## src/rtl/seq_mult_pkg.sv

```systemverilog
// ---------------------------------------------------------------------------
// seq_mult_pkg
// Shared types and defaults for the sequential shift-add multiplier.
//   mult_state_t  : controller states (IDLE -> CALC -> DONE -> IDLE)
//   DEFAULT_WIDTH : default operand width in bits
// ---------------------------------------------------------------------------
package seq_mult_pkg;

  localparam int DEFAULT_WIDTH = 8;

  typedef enum logic [1:0] {
    IDLE,
    CALC,
    DONE
  } mult_state_t;

endpackage : seq_mult_pkg

```

## src/rtl/seq_multiplier_abs.sv

```systemverilog
// ---------------------------------------------------------------------------
// mult_abs
// Combinational magnitude/sign split of one operand.
// Ports:
//   value_i     [WIDTH-1:0]  operand as presented on the input bus
//   is_signed_i              1 = treat value_i as two's complement
//   magnitude_o [WIDTH-1:0]  |value_i| as an unsigned WIDTH-bit number
//   sign_o                   1 when value_i is a negative signed operand
// The most negative value -2^(WIDTH-1) maps to 2^(WIDTH-1), which is exact
// because the magnitude is read as unsigned.
// ---------------------------------------------------------------------------
module mult_abs #(
  parameter int WIDTH = 8
) (
  input  logic [WIDTH-1:0] value_i,
  input  logic             is_signed_i,
  output logic [WIDTH-1:0] magnitude_o,
  output logic             sign_o
);

  assign sign_o      = is_signed_i & value_i[WIDTH-1];
  assign magnitude_o = sign_o ? ((~value_i) + WIDTH'(1)) : value_i;

endmodule : mult_abs

```

## src/rtl/seq_multiplier.sv

```systemverilog
// ---------------------------------------------------------------------------
// seq_multiplier
// Sequential shift-add multiplier, one partial-product step per clock.
// Operands are converted to magnitudes at accept time; the product sign is
// re-applied on the last CALC edge.
// Ports:
//   clk        rising-edge clock
//   rst        synchronous active-high reset
//   in_valid   operand set valid           in_ready  block can accept operands
//   a, b       multiplicand / multiplier   is_signed 1 = two's-complement
//   out_valid  result valid                out_ready consumer takes result
//   result     2*WIDTH-bit product         busy      high in CALC or DONE
// Build option:
//   SEQ_MULT_EARLY_TERM_EN - CALC also ends once the remaining multiplier
//   bits are all zero, so latency follows the highest set bit of |b|.
// ---------------------------------------------------------------------------
module seq_multiplier
  import seq_mult_pkg::*;
#(
  parameter int WIDTH = DEFAULT_WIDTH
) (
  input  logic               clk,
  input  logic               rst,
  input  logic               in_valid,
  output logic               in_ready,
  input  logic [WIDTH-1:0]   a,
  input  logic [WIDTH-1:0]   b,
  input  logic               is_signed,
  output logic               out_valid,
  input  logic               out_ready,
  output logic [2*WIDTH-1:0] result,
  output logic               busy
);

  localparam int CW = $clog2(WIDTH + 1);

  mult_state_t        state_q, state_d;
  logic [2*WIDTH-1:0] ma_q;       // shifted multiplicand magnitude
  logic [WIDTH-1:0]   mb_q;       // shifted multiplier magnitude
  logic [2*WIDTH-1:0] acc_q;
  logic [CW-1:0]      cnt_q;
  logic               neg_q;
  logic [2*WIDTH-1:0] result_q;

  logic [WIDTH-1:0]   mag_a, mag_b;
  logic               sign_a, sign_b;
  logic [2*WIDTH-1:0] acc_next;
  logic [WIDTH-1:0]   mb_shift;
  logic               calc_last;

  mult_abs #(.WIDTH(WIDTH)) u_abs_a (
    .value_i     (a),
    .is_signed_i (is_signed),
    .magnitude_o (mag_a),
    .sign_o      (sign_a)
  );

  mult_abs #(.WIDTH(WIDTH)) u_abs_b (
    .value_i     (b),
    .is_signed_i (is_signed),
    .magnitude_o (mag_b),
    .sign_o      (sign_b)
  );

  // One shift-add step; cannot overflow since |a|*|b| < 2^(2*WIDTH).
  assign acc_next = acc_q + (mb_q[0] ? ma_q : '0);
  assign mb_shift = mb_q >> 1;

`ifdef SEQ_MULT_EARLY_TERM_EN
  // Stop on the edge that consumes the last nonzero multiplier bit.
  assign calc_last = (cnt_q == CW'(1)) || (mb_shift == '0);
`else
  assign calc_last = (cnt_q == CW'(1));
`endif

  // -------------------------------------------------------------------------
  // State register
  // -------------------------------------------------------------------------
  // NOTE: sequential state uses non-blocking assignments so every register
  // samples pre-edge values regardless of process ordering.
  always_ff @(posedge clk) begin
    if (rst) begin
      state_q <= IDLE;
    end else begin
      state_q <= state_d;
    end
  end

  // -------------------------------------------------------------------------
  // Next-state logic
  // -------------------------------------------------------------------------
  // NOTE: state_d gets a default before the case so no path leaves it
  // unassigned, which would infer a latch.
  always_comb begin
    state_d = state_q;
    case (state_q)
      IDLE:    if (in_valid)  state_d = CALC;
      CALC:    if (calc_last) state_d = DONE;
      DONE:    if (out_ready) state_d = IDLE;
      default: state_d = IDLE;
    endcase
  end

  // -------------------------------------------------------------------------
  // Outputs decoded from state
  // -------------------------------------------------------------------------
  always_comb begin
    in_ready  = 1'b0;
    out_valid = 1'b0;
    busy      = 1'b0;
    case (state_q)
      IDLE:    in_ready  = 1'b1;
      CALC:    busy      = 1'b1;
      DONE: begin
        out_valid = 1'b1;
        busy      = 1'b1;
      end
      default: in_ready  = 1'b0;
    endcase
  end

  assign result = result_q;

  // -------------------------------------------------------------------------
  // Datapath
  // -------------------------------------------------------------------------
  always_ff @(posedge clk) begin
    if (rst) begin
      ma_q     <= '0;
      mb_q     <= '0;
      acc_q    <= '0;
      cnt_q    <= '0;
      neg_q    <= 1'b0;
      result_q <= '0;
    end else begin
      case (state_q)
        IDLE: begin
          if (in_valid) begin
            ma_q  <= {{WIDTH{1'b0}}, mag_a};
            mb_q  <= mag_b;
            neg_q <= sign_a ^ sign_b;
            acc_q <= '0;
            cnt_q <= CW'(WIDTH);
          end
        end
        CALC: begin
          acc_q <= acc_next;
          ma_q  <= ma_q << 1;
          mb_q  <= mb_shift;
          cnt_q <= cnt_q - CW'(1);
          if (calc_last) begin
            result_q <= neg_q ? -acc_next : acc_next;
          end
        end
        default: ;  // DONE: result held until consumed
      endcase
    end
  end

endmodule : seq_multiplier

```

## config.mk

```make
export PLATFORM = sky130hd
export DESIGN_NAME = seq_multiplier
export DESIGN_NICKNAME = d
export VERILOG_FILES = /design/src/rtl/seq_mult_pkg.sv /design/src/rtl/seq_multiplier_abs.sv /design/src/rtl/seq_multiplier.sv
export SDC_FILE = /design/constraint.sdc
export NUM_CORES = 1
export LEC_CHECK = 0
export ABC_CLOCK_PERIOD_IN_PS = 4800
export BUFFER_PORTS_ARGS = -buffer_cell sky130_fd_sc_hd__clkbuf_2
export CORE_MARGIN = 2
export CORE_UTILIZATION = 51
export CTS_BUF_LIST = sky130_fd_sc_hd__clkbuf_16
export CTS_CLUSTER_SIZE = 40
export DETAILED_ROUTE_END_ITERATION = 12
export MAX_ROUTING_LAYER = met4
export PLACE_DENSITY_LB_ADDON = 0.05
export SLEW_MARGIN = 20
export SYNTH_ARGS = -nofsm -noshare
export SYNTH_HDL_FRONTEND = slang
export SYNTH_SLANG_ARGS = --single-unit
```

## constraint.sdc

```tcl
create_clock -name clk -period 4.8 [get_ports clk]
set_clock_uncertainty 0.15 [all_clocks]
set_input_delay 0.24 -clock clk [delete_from_list [all_inputs] [get_ports clk]]
set_output_delay 0.24 -clock clk [all_outputs]
set_load 0.02 [all_outputs]
```

==> flow_summary.json <==
{
  "power.switching_w": 0.000509,
  "utilization_pct": 60.4,
  "nets": 607,
  "synth_cell_type_count": 58,
  "h-tree-depth": 3,
  "p_seq_share_pct": 36.2,
  "power.density_nw_per_um2": 351,
  "wire_per_inst_um": 15.0,
  "p_total_w": 0.00165,
  "first_global_vias": 3641,
  "critical_path_class": "flop to flop",
  "diodes": 0,
  "crit_arrival_ps": 3810,
  "p_int_w": 0.00115,
  "drc": 0,
  "hpwl_um": 7300,
  "portBuffers": 39,
  "relSlewSlack_pct": 52.8,
  "crit_chain": "and2_1, ha_1, fa_1, a21o_1, a22o_1, and2_1, or4_1, a211oi_1, nor4b_2, and4_1, nor3_1",
  "grt_pass1_wl_um": 16900,
  "initial_core_util_pct": 53.3,
  "viasPerCell": 5.73,
  "rows": 32,
  "design_area_um2": 4710,
  "worstMarginPinSlew_ps": 704,
  "avgSynthCellArea_um2": 7.77,
  "required_ps": 4860,
  "rr_worst_depth": 11,
  "cts-resized-gates": 0,
  "drt_wl_total_um": 10000,
  "nFillCells": 734,
  "syn-cell-area_um2": 4160,
  "rsz0062_at_grt": "no",
  "cts_max_path_buffers": 2,
  "fin_crit_ps": 3750,
  "drt_iter0_drc": 170,
  "post_dp_cell_area_um2": 4390,
  "yosysMostFrequentCell": "nor2_1",
  "ios": 40,
  "cts_tree": "yes",
  "grt_use_met3_pct": 4.41,
  "async_flop_share_pct": 0,
  "cpPeakStageDelay_ps": 520,
  "grt_max_degree": 36,
  "reg2reg_slack_ps": 1050,
  "r2r-end": "result[14]",
  "cp-end-kind": "flop",
  "fin_tns_setup_ps": 0,
  "overflow": 0,
  "p_leak_nw": 1.96,
  "combPwrFrac_pct": 23.0,
  "cts_buffers": 9,
  "met1_usage_pct": 27.4,
  "fin_crit_sh_pct": 78.1,
  "synth_top_area_share_pct": 30.3,
  "hp-class": "primary input to flop",
  "outcome": "complete, no violations",
  "cp-start-kind": "flop",
  "die_area_um2": 8890,
  "syn_to_final_growth_pct": 13.3,
  "clockRootBuffer": "clkbuf_16",
  "peakVddDrop_v": 0.000202,
  "synth_edf_count": 0,
  "place.gp.congestion": 0.937,
  "yosysTopAreaCell": "dfxtp_1",
  "vias": 3832,
  "hold_viol_final": 0,
  "die_w_um": 94.3,
  "clk_pin_slew_ps": 50,
  "fmax_mhz": 267,
  "ys_warn_count": 0,
  "cts_hold_buf": 0,
  "clock_latency_ps": 330,
  "drive_gt1_share_pct": 12.3,
  "synth_nets": 580,
  "grt_use_total_pct": 24.5,
  "core_area_um2": 7810,
  "drv_cap": 0,
  "pwr-share-clk_pct": 40.7,
  "maxSlewViolCount": 0,
  "fp.dieH_um": 94.3,
  "post_cts_buffers": 0,
  "setup_viol": 0,
  "ant_nets": 0,
  "synth-seq-cells": 63,
  "crit_path_end": "result[14]",
  "cp_slowest_cell": "or4_1",
  "use_met2_pct": 44.5,
  "seq_area_frac_synth_pct": 30.3,
  "swShare_pct": 30.8,
  "path_max_fanout": 17,
  "reg2reg_from": "mb_q[0]",
  "ys_top_cells_by_area": "dfxtp_1 30%, ha_1 6.9%, nor2_1 6.6%, nand2_1 5.4%, a22oi_1 5.1%",
  "antenna_found_initial": 0,
  "crit_top_cell": "and2_1",
  "startpoint": "mb_q[0]",
  "cts_sinks": 63,
  "synth_common_cells": "73 x nor2_1, 63 x dfxtp_1, 60 x nand2_1, 29 x a21oi_1, 28 x a22oi_1",
  "postSynthCellCount": 535,
  "drtPass1Iterations": 7,
  "synth_ff_type": "dfxtp_1",
  "top_usage_layer": "met2"
}
-- cells in the final DEF, fill, tap and decap left out, types with 2 or more instances in the layout --
cell        n
nand2b_1    2
dfxtp_1    63
clkbuf_2   39
o41ai_1     2
buf_4       5
clkbuf_16   9
a222oi_1    2
mux2i_1     5
or3_1       3
nor3b_1     3
xor2_1     16
inv_1      27
a21oi_1    29
or2_2       2
o21ai_0    22
a211oi_1   16
nand3b_1    2
nor2_1     73
and3_1      4
ha_1       23
nand3_1    13
clkinv_1    2
or4_1       3
o21a_1      2
bufinv_16   2
nor2b_1     3
nand4_1     8
a22oi_1    28
a31oi_1     7
nand2_1    60
a211o_1     6
and2_1     19
nor3_1     13
a21o_1      8
o31ai_1     6
xnor2_1    15
-- worst max-delay path: cells and delay by family (launching register included) --
family / cells / cell delay, ps
AOI/OAI and AO/OA: 3 / 820
adders and majority gates: 2 / 650
and+or+nand+nor: 6 / 1580
DFF: 1 / 430
-- worst min path at each step --
| stage | startpoint | endpoint | slack (ps) | cells past startpoint |
|---|---|---|---|---|
| finish | a[0] | ma_q[0] | 60 | 3 |
| global route | in_valid | neg_q | 80 | 3 |
| CTS | a[0] | ma_q[0] | 60 | 3 |
| detailed placement | mb_q[2] | mb_q[2] | 290 | 2 |
| global placement | mb_q[1] | mb_q[1] | 290 | 2 |
| floorplan | a[0] | ma_q[0] | 250 | 2 |
-- metal layers --
layer | part of all wire [%] | vias to the layer above
met1 | 44 | 1797
met5 | 0 | -
met3 | 2.4 | 12
met2 | 52 | 62
li1 | - | 1961
met4 | 1.4 | 0
-- state kept, by name, indices dropped and copies added, names as in the netlist --
| register | cells |
|---|---|
| acc_q | 16 |
| neg_q | 1 |
| ma_q | 16 |
| state_q | 2 |
| mb_q | 8 |
| result | 16 |
| cnt_q | 4 |
-- kinds of logic after synthesis --
group	count (synthesis)	synth area share, %
and+or+nand+nor	214	24.2
AOI/OAI and AO/OA	143	24.8
DFF	63	30.3
buffers and inverters	54	5.29
xor gates and xnor gates	31	6.53
adders and majority gates	24	7.40
muxes	6	1.47
-- per-stage QoR --
step                      cells  hold slack, ps  setup WS [ps]
after floorplan             535             251           1320
after global placement      652             288           1190
after detailed placement    652             295           1100
after CTS                   668            57.9           1080
after global routing        669            84.7            826
final                       669            61.7           1050
-- power by group through the flow --
| stage | combinational, W | sequential, W | clock [W] |
|---|---|---|---|
| floorplan | 0.000285 | 0.000603 | 0 |
| global placement | 0.000368 | 0.000610 | 0 |
| detailed placement | 0.000373 | 0.000611 | 0 |
| CTS | 0.000375 | 0.000600 | 0.000687 |
| global route | 0.000427 | 0.000607 | 0.000706 |
| finish | 0.000381 | 0.000600 | 0.000674 |
-- layout make-up --
class                      instances  area (um2)  share of cell area [%]
clock buffer                       9         225                    4.78
inverter                          25        93.8                    1.99
sequential                        63        1260                    26.8
timing repair buffer              45         248                    5.26
multi-input combinational        418        2680                    56.8
tap                              102         128                    2.71
clock inverter                     7        80.1                    1.70
(Power assumes the default switching activity.)
